===== src/rtl/cache_wb_pkg.sv =====
`default_nettype none
// ============================================================================
// Module      : cache_wb_pkg
// Description : Shared types and default widths for the cache write buffer.
// Revision    : 1.0 - initial release
// ============================================================================
package cache_wb_pkg;

  localparam int WB_DEF_DEPTH  = 4;
  localparam int WB_DEF_ADDR_W = 32;
  localparam int WB_DEF_DATA_W = 32;

  // One buffered store at the default widths.
  typedef struct packed {
    logic [WB_DEF_ADDR_W-1:0] addr;
    logic [WB_DEF_DATA_W-1:0] data;
  } wb_entry_t;

  // Drain state machine states.
  typedef enum logic [0:0] {
    WB_IDLE = 1'b0,
    WB_REQ  = 1'b1
  } wb_state_t;

endpackage
`default_nettype wire


===== src/rtl/wb_fifo_mem.sv =====
`default_nettype none
// ============================================================================
// Module      : wb_fifo_mem
// Description : Entry storage for the write buffer: circular array with
//               head/tail/count plus two parallel newest-match lookups (one
//               for the read-miss port, one for the incoming store address).
// Revision    : 1.0 - initial release
// ============================================================================
module wb_fifo_mem
  import cache_wb_pkg::*;
#(
  parameter int DEPTH  = WB_DEF_DEPTH,
  parameter int ADDR_W = WB_DEF_ADDR_W,
  parameter int DATA_W = WB_DEF_DATA_W,
  localparam int PW = $clog2(DEPTH),
  localparam int CW = PW + 1
) (
  input  logic              clk,
  input  logic              rst,
  input  logic              push,
  input  logic              pop,
  input  logic              ovr,
  input  logic [PW-1:0]     ovr_idx,
  input  logic [ADDR_W-1:0] wr_addr,
  input  logic [DATA_W-1:0] wr_data,
  input  logic [ADDR_W-1:0] rd_addr,
  output logic              rd_hit,
  output logic [DATA_W-1:0] rd_q,
  output logic              wr_hit,
  output logic [PW-1:0]     wr_idx,
  output logic [PW-1:0]     head_idx,
  output logic [ADDR_W-1:0] head_addr,
  output logic [DATA_W-1:0] head_data,
  output logic [CW-1:0]     count
);

  logic [ADDR_W-1:0] addr_mem [DEPTH];
  logic [DATA_W-1:0] data_mem [DEPTH];
  logic [PW-1:0]     head;
  logic [PW-1:0]     tail;
  logic [PW-1:0]     idx;

  // Storage: a new entry at the tail, or an in-place data overwrite.
  always_ff @(posedge clk) begin
    if (push) begin
      addr_mem[tail] <= wr_addr;
      data_mem[tail] <= wr_data;
    end else if (ovr) begin
      data_mem[ovr_idx] <= wr_data;
    end
  end

  // Pointers wrap naturally (power-of-two depth); occupancy tracked by count.
  always_ff @(posedge clk or posedge rst) begin
    if (rst) begin
      head  <= '0;
      tail  <= '0;
      count <= '0;
    end else begin
      if (push) tail <= tail + 1'b1;
      if (pop)  head <= head + 1'b1;
      case ({push, pop})
        2'b10:   count <= count + 1'b1;
        2'b01:   count <= count - 1'b1;
        default: count <= count;
      endcase
    end
  end

  // Walk valid entries oldest to newest so the last match is the newest one.
  always_comb begin
    rd_hit = 1'b0;
    rd_q   = '0;
    wr_hit = 1'b0;
    wr_idx = head;
    idx    = '0;
    for (int k = 0; k < DEPTH; k++) begin
      idx = head + PW'(k);
      if (CW'(k) < count) begin
        if (addr_mem[idx] == rd_addr) begin
          rd_hit = 1'b1;
          rd_q   = data_mem[idx];
        end
        if (addr_mem[idx] == wr_addr) begin
          wr_hit = 1'b1;
          wr_idx = idx;
        end
      end
    end
  end

  assign head_idx  = head;
  assign head_addr = addr_mem[head];
  assign head_data = data_mem[head];

endmodule
`default_nettype wire


===== src/rtl/cache_write_buffer.sv =====
`default_nettype none
// ============================================================================
// Module      : cache_write_buffer
// Description : Write-through posting buffer behind the cache. Stores are
//               queued and drained in order to memory over req/ack; a lookup
//               port returns the newest buffered data for a read miss.
//               Optional store coalescing: define WB_COALESCE_EN.
// Revision    : 1.0 - initial release
// ============================================================================
module cache_write_buffer
  import cache_wb_pkg::*;
#(
  parameter int DEPTH  = WB_DEF_DEPTH,
  parameter int ADDR_W = WB_DEF_ADDR_W,
  parameter int DATA_W = WB_DEF_DATA_W
) (
  input  logic                     clk,
  input  logic                     rst,
  input  logic                     wr,
  input  logic [ADDR_W-1:0]        addr,
  input  logic [DATA_W-1:0]        data,
  output logic                     wr_ready,
  input  logic [ADDR_W-1:0]        rd_addr,
  output logic                     rd_hit,
  output logic [DATA_W-1:0]        rd_q,
  output logic                     mem_req,
  output logic [ADDR_W-1:0]        mem_addr,
  output logic [DATA_W-1:0]        mem_data,
  input  logic                     mem_ack,
  output logic [$clog2(DEPTH):0]   count,
  output logic                     empty
);

  localparam int PW = $clog2(DEPTH);
  localparam int CW = PW + 1;

  wb_state_t         state;
  wb_state_t         state_nx;
  logic              push;
  logic              pop;
  logic              ovr;
  logic              wr_hit;
  logic [PW-1:0]     wr_idx;
  logic [PW-1:0]     head_idx;
  logic [ADDR_W-1:0] head_addr;
  logic [DATA_W-1:0] head_data;

  assign wr_ready = (count != CW'(DEPTH));
  assign empty    = (count == '0);
  assign mem_req  = (state == WB_REQ);

`ifdef WB_COALESCE_EN
  // Merge into the newest matching entry unless it is the head already on the bus.
  assign ovr = wr && wr_hit && !((state == WB_REQ) && (wr_idx == head_idx));
`else
  assign ovr = 1'b0;
  logic unused_coalesce;
  assign unused_coalesce = &{1'b0, wr_hit, wr_idx};
`endif

  assign push = wr && wr_ready && !ovr;

  wb_fifo_mem #(
    .DEPTH  (DEPTH),
    .ADDR_W (ADDR_W),
    .DATA_W (DATA_W)
  ) u_fifo (
    .clk       (clk),
    .rst       (rst),
    .push      (push),
    .pop       (pop),
    .ovr       (ovr),
    .ovr_idx   (wr_idx),
    .wr_addr   (addr),
    .wr_data   (data),
    .rd_addr   (rd_addr),
    .rd_hit    (rd_hit),
    .rd_q      (rd_q),
    .wr_hit    (wr_hit),
    .wr_idx    (wr_idx),
    .head_idx  (head_idx),
    .head_addr (head_addr),
    .head_data (head_data),
    .count     (count)
  );

  // Drain FSM state register.
  always_ff @(posedge clk or posedge rst) begin
    if (rst) state <= WB_IDLE;
    else     state <= state_nx;
  end

  // Drain FSM next state and pop; IDLE leaves a one-cycle bubble between writes.
  always_comb begin
    state_nx = state;
    pop      = 1'b0;
    case (state)
      WB_IDLE: if (count != '0) state_nx = WB_REQ;
      WB_REQ: begin
        if (mem_ack) begin
          pop      = 1'b1;
          state_nx = WB_IDLE;
        end
      end
      default: state_nx = WB_IDLE;
    endcase
  end

  // Capture the head on the IDLE->REQ edge; forward a same-edge merge into the head.
  always_ff @(posedge clk or posedge rst) begin
    if (rst) begin
      mem_addr <= '0;
      mem_data <= '0;
    end else if ((state == WB_IDLE) && (count != '0)) begin
      mem_addr <= head_addr;
      mem_data <= (ovr && (wr_idx == head_idx)) ? data : head_data;
    end
  end

endmodule
`default_nettype wire


===== config.mk =====
export PLATFORM = sky130hd
export DESIGN_NAME = cache_write_buffer
export DESIGN_NICKNAME = d
export VERILOG_FILES = /design/src/rtl/cache_wb_pkg.sv /design/src/rtl/wb_fifo_mem.sv /design/src/rtl/cache_write_buffer.sv
export SDC_FILE = /design/constraint.sdc
export NUM_CORES = 1
export LEC_CHECK = 0
export ABC_AREA = 1
export CORE_MARGIN = 5
export CORE_UTILIZATION = 35
export CTS_CLUSTER_SIZE = 16
export DETAILED_ROUTE_END_ITERATION = 8
export RECOVER_POWER = 25
export SYNTH_ARGS = -nofsm -noshare
export SYNTH_HDL_FRONTEND = slang
export SYNTH_SLANG_ARGS = --single-unit

===== constraint.sdc =====
create_clock -name clk -period 8.6 [get_ports clk]
set_input_delay 1.29 -clock clk [delete_from_list [all_inputs] [get_ports clk]]
set_output_delay 1.29 -clock clk [all_outputs]
set_load 0.03 [all_outputs]

==> results.tsv <==
stage	metric	value	unit
outcome	outcome	finished clean	
place	pre-CTS setup slack	2170	ps
global_routing	vias in the first global route	17500	
floorplanning	Die H	249	um
clock_tree	CTS Buf Count	39	
clock_tree	Max clock buf depth	3	
logic_synthesis	synth top area cells	edfxtp_1 38%, nand2_1 22%, dfrtp_1 9.0%	
logic_synthesis	synth cell count leaders	1,167 x nand2_1, 305 x o21ai_0, 256 x edfxtp_1	
clock_tree	Clock Latency Late Sink	580	ps
floorplanning	num rows	87	
finish	Area Overhead vs Synth	18.2	%
timing	Setup Skew	15.3	ps
pwr	power per cell area	372	nW/um^2
global_routing	largest net degree at the start of global routing	118	
worst_setup_path	reg2reg start	u_fifo.head_idx[0]$_DFFE_PP0P_	
logic_synthesis	most frequent cell after synthesis	nand2_1	
floorplanning	I/O pins	203	
clock_tree	number of clock sinks	328	
drt	1st-iter DRT viols	1746	
logic_synthesis	sequential element share of the synthesized area	47.4	%
worst_setup_path	slack of the worst reg-to-reg path	5180	ps
timing	worst rel slew slack	24.9	%
timing	Hold WS	474	ps
worst_setup_path	Critical Path Source	u_fifo.head_idx[0]$_DFFE_PP0P_	
logic_synthesis	Seq cells post-synth	328	
timing	setup violators final	0	
timing	Worst Tran Pin Value	1130	ps
logic_synthesis	Syn. warnings	0	
pwr	Pint	4.44	mW
finish	combined area of the multi-input logic cells	8850	sq um
timing	Slew Viols, Final	0	
finish	nets	2949	
global_routing	antenna violations before repair	16	
worst_setup_path	kind of end point of the critical path	primary output	
finish	number of fill cells	5736	
pwr	sw power	4.37	mW
pwr	leak pwr	10.5	nW
timing	setup TNS	0	ps
floorplanning	Die ar.	62100	sq um
place	placed cells	3555	
drt	DR DRC count	0	
finish	Finished Cell Area	23700	sq um
logic_synthesis	total nets after synthesis	2838	
finish	Cell Count, Final, Fillers Out	3638	
min_path	HP Class	flop to flop	
global_routing	All-Layer GR Usage	21.2	%
worst_setup_path	WP data arrival	5790	ps
drt	vias	18600	
global_routing	total global routing overflow	0	
logic_synthesis	syn_area_per_cell	7.33	sq um
clock_tree	CTS Root Cell	clkbuf_16	
worst_setup_path	CP startpoint kind	flop	
logic_synthesis	Post-Syn Area	20000	sq um
clock_tree	Clock transition at path regs	60	ps
logic_synthesis	Synth area leader	edfxtp_1	
logic_synthesis	area share of the leading cell type in the synthesized netlist	38.4	%
timing	Hold Vio Cnt, Final	0	
floorplanning	Die W	249	um
place	RD Place Congestion	0.932	
timing	Max Freq	0.141	GHz
finish	FF/Latch Area	9500	sq um
worst_setup_path	kind of critical path	flop to primary output	
logic_synthesis	Post-synth EDFFs	256	
floorplanning	Core Region	56500	sq um
worst_setup_path	worst path required time	7310	ps
timing	PnR worst setup slack	1520	ps
clock_tree	CTS-repair resized insts	0	
timing	RSZ-0062 raised after global routing	false	
drt	drt wl/cell	18.7	um
clock_tree	Post-CTS Setup Inserts	0	
logic_synthesis	Post-synth ARST share	22.0	%
global_routing	first-pass GRT wire length	104000	um
finish	share of cells above drive strength 1	3.45	%
pwr	Reg power frac	27.7	%
worst_setup_path	worst-path fanout max	63	
pwr	clock power share	18.1	%
min_path	min-delay src	mem_data[13]$_DFFE_PP0P_	
job	max-cap violations	0	
timing	final period utilization	82.4	%
logic_synthesis	Yosys cell types	33	
drt	drt first pass iters	6	
place	Post-DP HPWL	47500	um
pwr	Worst VDD drop	240	uV
drt	ANT nets after route	0	
clock_tree	CTS tree	yes	
logic_synthesis	Gate Count Post-Synth	2729	
place	dpl cell area	22400	sq um
place	IO buf count	202	
clock_tree	CTS Hold Bufs	0	
pwr	Comb power frac	54.2	%
pwr	switching share of power	49.6	%
drt	vias per cell	5.10	
drt	WL final	68100	um
clock_tree	CTS H-tree depth	2	
timing	min Tclk post-route	7080	ps
floorplanning	Initial Utilization	35.4	%
logic_synthesis	Main synth FF type	edfxtp_1	
## through the flow
stage               util (%)  total power [mW]
floorplan                  -              5.74
global placement        39.7              7.14
detailed placement      39.7              7.22
CTS                     41.8              8.85
global route            41.9              9.52
finish                  41.9              8.81
## registers in the layout (all words and copies together) (netlist names)
name             cells
u_fifo.data_mem    128
mem_req              1
mem_data            32
u_fifo.count         3
u_fifo.head_idx      2
u_fifo.tail          2
mem_addr            32
u_fifo.addr_mem    128
## final cells by class
class / instances / area share, %
diodes: 12 / 0.127
clock buffers: 59 / 4.79
clock inverters: 12 / 0.391
inverters: 243 / 3.88
multi-input cells: 2003 / 37.4
flip-flops and latches: 328 / 40.1
well taps: 756 / 4.00
repair buffers: 225 / 9.27
## path summary, 6_finish.rpt
| path | endpoint | cells past startpoint |
|---|---|---|
| hold reg to reg | mem_data[13]$_DFFE_PP0P_ | 2 |
| hold / removal | mem_data[13]$_DFFE_PP0P_ | 2 |
| max in group asynchronous | u_fifo.head_idx[0]$_DFFE_PP0P_ | 3 |
| setup / recovery | rd_q[10] | 15 |
| setup reg to reg | mem_data[2]$_DFFE_PP0P_ | 6 |
| min in group asynchronous | mem_data[0]$_DFFE_PP0P_ | 3 |
## layout by cell type, fill, tap and decap left out, drive strengths merged, types with 2 or more instances in the layout
master	synthesis	final
nand2	1169	1169
o211ai	48	48
nand3	195	195
clkbuf	57	59
dlygate4sd3	0	48
xnor2	2	2
dfrtp	72	72
o22ai	3	3
ha	9	9
diode	0	12
clkinvlp	0	2
clkinv	0	8
buf	98	23
o21ai	346	346
or2	4	4
xor2	34	34
inv	243	245
nor2	113	113
a21oi	35	35
nand4	5	5
nor3	35	35
edfxtp	256	256
and2	2	2
clkdlybuf4s50	0	154
## logic make-up (layout without fill, tap and decap cells)
kind of cell	count (synthesis)	in the layout	synth area share (%)
adder cells (fa/ha/maj)	9	9	0.563
XOR/XNOR	36	36	1.58
flip-flops	328	328	47.4
AO/OA/AOI/OAI	434	434	11.5
other	0	12	0
AND/OR/NAND/NOR	1524	1524	30.3
buffers and inverters	398	539	8.63
## worst max-delay path, stage by stage (launching register included)
cell and delay [ps]:
dfrtp_4 640, inv_4 490, buf_4 620, nand2_1 160, nand3_1 110, nand2_1 170, xor2_1 270, nand3_1 160
nor2_1 340, nand3_1 200, nor2_4 800, nand3_1 190, nand2_1 120, nand2_1 50, nand2_1 80, clkdlybuf4s50_1 690
## power groups by stage
stage	combinational, mW	sequential, mW	clock, mW
after floorplan	3.07	2.66	0
after global placement	4.69	2.46	0
after detailed placement	4.75	2.47	0
after CTS	4.77	2.44	1.63
after global routing	5.33	2.49	1.70
final	4.78	2.44	1.59
## metal layers
layer  track usage [%]  wire [um]  vias to the layer above
met3              4.00       5370                      110
li1                  -          -                     9085
met1              29.3      30000                     8696
met5                 0          7                        -
met4              5.97       1820                        2
met2              34.4      30900                      677
Power figures use the tool's default switching activity.
